[src/rtl/m_tstate_sequencer_pkg.sv]
// Shared definitions for the T-state sequencer: FSM encoding, default sizes
// and the T-state index at which a halt strobe is honoured.
package m_tstate_sequencer_pkg;

   typedef enum logic [1:0] {
      IDLE   = 2'd0,
      RUN    = 2'd1,
      HALTED = 2'd2
   } seqState_t;

   localparam int DEFAULT_NUM_T = 18;
   localparam int DEFAULT_CNT_W = 16;
   localparam int HALT_T_INDEX  = 3;

endpackage

[src/rtl/m_tstate_sequencer_ring.sv]
// One-hot T-state ring. Clear wins over load, and load wins over shift.
// Shifting out of the last T-state rotates back into T0.
module mRingCounter
   import m_tstate_sequencer_pkg::*;
#(
   parameter int NUM_T = DEFAULT_NUM_T
) (
   input  logic             clk,
   input  logic             rstN,
   input  logic             loadT0,
   input  logic             shift,
   input  logic             clear,
   output logic [NUM_T-1:0] tstate
);

   localparam logic [NUM_T-1:0] T0_VEC = NUM_T'(1);

   // Ring register: synchronous active-low reset empties the ring
   always_ff @(posedge clk) begin
      if (!rstN) begin
         tstate <= '0;
      end else if (clear) begin
         tstate <= '0;
      end else if (loadT0) begin
         tstate <= T0_VEC;
      end else if (shift) begin
         tstate <= {tstate[NUM_T-2:0], tstate[NUM_T-1]};
      end
   end

endmodule

[src/rtl/m_tstate_sequencer.sv]
// T-state sequencer: IDLE/RUN/HALTED control FSM that drives the one-hot
// ring, counts retired instructions and flags ring overruns.
module m_tstate_sequencer
   import m_tstate_sequencer_pkg::*;
#(
   parameter int NUM_T = DEFAULT_NUM_T,
   parameter int CNT_W = DEFAULT_CNT_W
) (
   input  logic             iClk,
   input  logic             iRST_n,
   input  logic             iRun,
   input  logic             iRestart_n,
   input  logic             iHalt,
   input  logic             iStepMode,
   input  logic             iStep,
   output logic [NUM_T-1:0] oTstate,
   output logic             oRunning,
   output logic             oHalted,
   output logic             oInstrDone,
   output logic [CNT_W-1:0] oInstrCount,
   output logic             oFault
);

   seqState_t state;
   seqState_t nextState;
   logic      loadT0;
   logic      shift;
   logic      clear;
   logic      retire;
   logic      overrun;
   logic      advanceEn;

   // FSM state register
   always_ff @(posedge iClk) begin
      if (!iRST_n) begin
         state <= IDLE;
      end else begin
         state <= nextState;
      end
   end

   // Next state and ring controls; in RUN the order is halt, restart, advance, hold
   always_comb begin
      nextState = state;
      loadT0    = 1'b0;
      shift     = 1'b0;
      clear     = 1'b0;
      retire    = 1'b0;
      overrun   = 1'b0;
      advanceEn = !iStepMode || iStep;
      case (state)
         IDLE, HALTED: begin
            if (iRun) begin
               nextState = RUN;
               loadT0    = 1'b1;
            end
         end
         RUN: begin
            if (iHalt && oTstate[HALT_T_INDEX]) begin
               nextState = HALTED;
               clear     = 1'b1;
            end else if (!iRestart_n) begin
               loadT0 = 1'b1;
               retire = 1'b1;
            end else if (advanceEn) begin
               shift   = 1'b1;
               overrun = oTstate[NUM_T-1];
            end
         end
         default: begin
            nextState = IDLE;
            clear     = 1'b1;
         end
      endcase
   end

   mRingCounter #(
      .NUM_T (NUM_T)
   ) ring (
      .clk    (iClk),
      .rstN   (iRST_n),
      .loadT0 (loadT0),
      .shift  (shift),
      .clear  (clear),
      .tstate (oTstate)
   );

   // Retirement pulse, wrapping instruction counter and sticky overrun flag
   always_ff @(posedge iClk) begin
      if (!iRST_n) begin
         oInstrDone  <= 1'b0;
         oInstrCount <= '0;
         oFault      <= 1'b0;
      end else begin
         oInstrDone <= retire;
         if (retire) begin
            oInstrCount <= oInstrCount + CNT_W'(1);
         end
         if (overrun) begin
            oFault <= 1'b1;
         end
      end
   end

   assign oRunning = (state == RUN);
   assign oHalted  = (state == HALTED);

endmodule

[config.mk]
export PLATFORM = sky130hd
export DESIGN_NAME = m_tstate_sequencer
export DESIGN_NICKNAME = d
export VERILOG_FILES = /design/src/rtl/m_tstate_sequencer_pkg.sv /design/src/rtl/m_tstate_sequencer_ring.sv /design/src/rtl/m_tstate_sequencer.sv
export SDC_FILE = /design/constraint.sdc
export NUM_CORES = 1
export LEC_CHECK = 0
export ABC_AREA = 1
export CELL_PAD_IN_SITES_DETAIL_PLACEMENT = 0
export CELL_PAD_IN_SITES_GLOBAL_PLACEMENT = 2
export CORE_MARGIN = 1
export CORE_UTILIZATION = 39
export CTS_BUF_LIST = sky130_fd_sc_hd__clkbuf_8
export CTS_CLUSTER_DIAMETER = 150
export CTS_CLUSTER_SIZE = 16
export DETAILED_ROUTE_END_ITERATION = 8
export DONT_BUFFER_PORTS = 1
export PLACE_DENSITY_LB_ADDON = 0.1
export SYNTH_ARGS = -nofsm -noshare
export SYNTH_HDL_FRONTEND = slang
export SYNTH_SLANG_ARGS = --single-unit
[constraint.sdc]
create_clock -name iClk -period 3.35 [get_ports iClk]
set_clock_uncertainty 0.1 [all_clocks]
set_input_delay 0.67 -clock iClk [delete_from_list [all_inputs] [get_ports iClk]]
set_output_delay 0.67 -clock iClk [all_outputs]
set_load 0.01 [all_outputs]
# ---- Word level (Yosys, flattened, before mapping)
# Cells that the tools add are included.
dict set report word_totals {
  output_inout_bits 38
  ff_bits 38
  input_bits 7
}
dict set report op_classes {
  n_eq_ne 4
  n_reduce_logical 9
  add_sub_neg 1
  mux 20
  bitwise_logic 1
}
# op n
set op_table {}
lappend op_table {{16-bit by 1-bit adder with 16-bit output, second input constant} 1}
lappend op_table {{1-bit two-way mux} 15}
lappend op_table {{2-bit two-way mux} 2}
lappend op_table {{1-bit one-hot mux with 2 select lines} 2}
lappend op_table {{2-bit one-hot mux with 2 select lines} 1}
lappend op_table {{2-bit OR reduction} 2}
lappend op_table {{3-bit OR reduction} 1}
lappend op_table {{2-bit by 1-bit == test with 1-bit output, second input constant} 1}
lappend op_table {{2-bit == test, second input constant} 1}
lappend op_table {{2-bit logical NOT} 1}
lappend op_table {{2-bit by 1-bit != test with 1-bit output, second input constant} 1}
lappend op_table {{2-bit != test, second input constant} 1}
lappend op_table {{2-bit AND reduction} 1}
lappend op_table {{2-bit nonzero test} 1}
lappend op_table {{1-bit logical AND} 1}
lappend op_table {{1-bit logical NOT} 1}
lappend op_table {{1-bit logical OR} 1}
lappend op_table {{1-bit NOT} 1}

# ---- Logic depth before layout (Yosys ltp)
dict set report logic_depth {
  ltp_word 8
  depth_mapped 9
}

# ---- By module
# From an unflattened synthesis, not the netlist that was laid out.
dict set report hier_totals {
  hier_cells 245
  hier_area_um2 1808.0
}
# module instances area_per_inst_um2 cells_each
set modules_own_cells {}
lappend modules_own_cells {m_tstate_sequencer 1 1103.6 161}
lappend modules_own_cells {mRingCounter 1 704.4 84}

# ---- Worst setup path after synthesis
# No wires, ideal clock.
dict set report synth_timing {
  path_type {input to register}
  from {in iHalt}
  to {reg ring.tstate[10]}
  stages 7
  setup_ns 0.115
  arrival_time_ns 1.400
  slack_ns 1.735
  n_path_buf 1
  path_cell_list {nand2_2 -> inv_1 -> nor2_1 -> nand2_2 -> buf_4 -> nand2_1 -> a21oi_2}
}
dict set report synth_between {
  elab_chain_len 4
}
# item line_no
set synth_rtl {}
lappend synth_rtl {{start, declared} m_tstate_sequencer.sv:13} ;# input logic iHalt,
lappend synth_rtl {{1-bit logical AND *} m_tstate_sequencer.sv:59} ;# if (iHalt && oTstate[HALT_T_INDEX]) begin
lappend synth_rtl {{1-bit two-way mux} m_tstate_sequencer.sv:59}
lappend synth_rtl {{1-bit one-hot mux with 2 select lines} m_tstate_sequencer.sv:51} ;# case (state)
lappend synth_rtl {{3-bit OR reduction (no source line)} -}
lappend synth_rtl {{end signal, assigned} m_tstate_sequencer_ring.sv:27} ;# tstate <= {tstate[NUM_T-2:0], tstate[NUM_T-1]};
lappend synth_rtl {{end, declared} m_tstate_sequencer_ring.sv:13} ;# output logic [NUM_T-1:0] tstate
# Mark *: on every way between the ends. The rest lies on a longest branch, timed or not.
# A chain may end at the register's enable or synchronous reset.

# ---- Final worst setup path
dict set report layout_timing {
  from {reg state[1]}
  to {out oHalted}
}
dict set report layout_between {
  elab_chain_len 1
}
# item line_no
set layout_rtl {}
lappend layout_rtl {{start, declared} m_tstate_sequencer.sv:24} ;# seqState_t state;
lappend layout_rtl {{start signal, assigned} m_tstate_sequencer.sv:38} ;# state <= nextState;
lappend layout_rtl {{2-bit == test} m_tstate_sequencer.sv:106} ;# assign oHalted = (state == HALTED);
lappend layout_rtl {{end, declared} m_tstate_sequencer.sv:18} ;# output logic oHalted,
# No other way between the ends.

==> metrics.md <==
| Metric | Value |
|---|---|
| CP Capture Type | primary output |
| Cells after synthesis | 241 |
| Die H | 69.85 um |
| Mean Syn Cell Area | ~7.5 um2 |
| Global route overflow | 0 |
| GRT Overall Usage | between 15 and 20% |
| Placer Congestion | 0.7695 |
| CP Launch Type | flip-flop |
| Hold_buf cts | 0 |
| Layout area overhead | 6.899% |
| Sink Count | 38 |
| R2R cell count | 6 |
| Max-Slew Margin vs Limit | 68.52% |
| LEAKAGE | about 0.68 nW |
| Outcome | finished clean |
| Register area share after synthesis | 42.37% |
| Worst Min Path Start | iRST_n |
| Hold Path End | oInstrCount[8] |
| DR pass1 iterations | 4 |
| R2r setup slk | about 1.6 ns |
| Period utilization | 53.82% |
| First-pass GRT wire length | between 6000 and 7000 um |
| Final min period | 1.803 ns |
| Arrival @ worst endpoint | 1.03 ns |
| R2R Path Start | ring.tstate[3] |
| Most numerous cell in the Yosys netlist | nand2_1 |
| TritonCTS clock tree | done |
| Worst path bufs/invs | 1 |
| Ys Warns | 0 |
| Number of CTS-inserted buffers | 5 |
| Final wirelength | about 3700 um |
| Post-synth top cells | nand2_1, dfxtp_1, nor2_1 |
| Worst EP required | 2.58 ns |
| Starting density of the core | 40.95% |
| Worst-Margin Slew | 0.4717 ns |
| Crit Path Class | reg2out |
| Post-synth top flop | dfxtp_1 |
| DP HPWL | between 2000 and 3000 um |
| Top cells by area, synth | dfxtp_1, nand2_1, nor2_1 |
| VDD IR-drop max | 158.6 uV |
| Inserted Diodes | 0 |
| Share of cells above drive strength 1 | 18.03% |
| Vias/cell | 4.959 |
| H-tree Lvls | 2 |
| Final TNS setup | 0 ns |
| Hold Vio Cnt, Final | 0 |
| ANT nets after route | 0 |
| Routed wire per std cell | 12.54 um |
| Die W | 69.85 um |
| Delay-heaviest family, CP | flip-flops |
| Fin. max-slew vios | 0 |
| Maxcap violations | 0 |
| PostCTS Resize Cnt | 0 |
| #FFs+latches synth | 38 |
| Peak Freq | 554.7 MHz |
| Ys async rst share | 0% |
| Final #Nets | 251 |
| I/O Pins | 45 |
| Synth top area share | 42.37% |
| Final core occ | 43.78% |
| Clk pin slew, worst setup/hold paths | 0.07 ns |
| Pin count of the biggest net entering global routing | 19 |
| Crit-path slowest cell | dfxtp_1 |
| Worst path cell trace | inv_2 > nor2_1 |
| Post-synth EDFFs | 0 |
| Clk Latency, worst-skew pair | between 0.2 and 0.3 ns |
| Worst min-delay path category | in2reg |
| Die area | 4879 um2 |
| Area leader, netlist | dfxtp_1 |
| Unrepaired setup endpoints after global routing | false |
| Num rows | 24 |
| Total Power | 0.8875 mW |
| P per Cell Area | approximately 460 nW/um2 |
| CTS Root Cell | clkbuf_8 |
| Setup violations, final | 0 |
| DRC errors left | 0 |
| Worst reg2reg endpoint | ring.tstate[3] |
| Cell Area, Synth | roughly 1800 um2 |
| Pre-CTS WS | 1.311 ns |
| Routed via count | 1,468 |
| Hold depth | 2 |
| Setup Buffers After CTS | 0 |
| Crit Path Max Fanout | 3 |
| IO Port Bufs | 0 |
| Post-Syn Nets | 249 |
| Vias in the first global route | 1,380 |
| Core ar. | 4384 um2 |
| Distinct cells, synth | 26 |
| CTS max path bufs | 2 |
| Final WS setup | 1.547 ns |
| Initial antenna violation count | 0 |
| Initial DRC count | 53 |
| Max incr delay on CP | 0.44 ns |
-- logic make-up after synthesis --
| group | Yosys count | synth area share [%] |
|---|---|---|
| fa+ha+maj | 1 | 0.6968 |
| buf+inv | 27 | 7.386 |
| xor+xnor | 2 | 0.9758 |
| simple gates | 143 | 37.98 |
| flops | 38 | 42.37 |
| compound gates | 30 | 10.59 |
-- per-layer routing --
metal	vias up	share of wire, %	GRT usage (%)
met5	-	0	0
met4	0	1.4	6.000
met3	5	6.9	6.349
met2	37	47	25.96
met1	664	45	20.47
li1	762	-	-
-- per-stage QoR --
stage / area (um2) / hold WS (ns) / cells
after floorplan: 1795 / 0.3740 / 241
after global placement: 1810 / 0.4009 / 288
after detailed placement: 1810 / 0.4021 / 288
after CTS: 1919 / 0.3825 / 296
after global routing: 1919 / 0.3844 / 296
final: 1919 / 0.3948 / 296
-- sequential cells by signal, summed over array words and instances (netlist names) --
| name | count |
|---|---|
| oFault | 1 |
| oInstrDone | 1 |
| state | 2 |
| ring.tstate | 18 |
| oInstrCount | 16 |
-- worst max path at each step --
| stage | startpoint | to | slack, ns | depth (start not counted) |
|---|---|---|---|---|
| after floorplan | iHalt | ring.tstate[10] | 1.74 | 7 |
| after global placement | iHalt | ring.tstate[7] | 1.36 | 6 |
| after detailed placement | iHalt | ring.tstate[4] | 1.31 | 6 |
| after CTS | state[1] | oHalted | 1.52 | 2 |
| after global routing | ring.tstate[3] | oInstrCount[13] | 1.41 | 8 |
| final | state[1] | oHalted | 1.55 | 2 |
-- cell type report --
type / count / area [um2]
inverters: 22 / 82.58
fillers: 471 / 2465
clock inverters: 3 / 40.04
clock buffers: 5 / 68.82
flip-flops and latches: 38 / 760.7
multi-input cells: 176 / 902.1
well taps: 52 / 65.06
-- cell usage in the layout (no fill, tap or decap), types with 2 or more instances in the layout --
cell      netlist  final
a21oi_1        17     17
a21oi_2        10     10
and2_1          2      2
clkbuf_8        0      5
clkinv_2        0      2
dfxtp_1        38     38
inv_1          19     19
inv_2           3      3
nand2_1        64     64
nand2_2        14     14
nand3_1        10     10
nand4_1         3      3
nor2_1         35     35
nor2_2          3      3
nor2_4          2      2
nor2_8          2      2
nor3_1          5      5
o21ai_0         2      2
xor2_1          2      2
-- power breakdown --
part / switching, mW / internal [mW] / total (mW)
Combinational: 0.0356 / 0.0126 / 0.0483
Sequential: 0.00679 / 0.456 / 0.463
Clock: 0.158 / 0.219 / 0.377
Total: 0.200 / 0.687 / 0.887
Note: power is estimated with default switching activity, not from simulation.
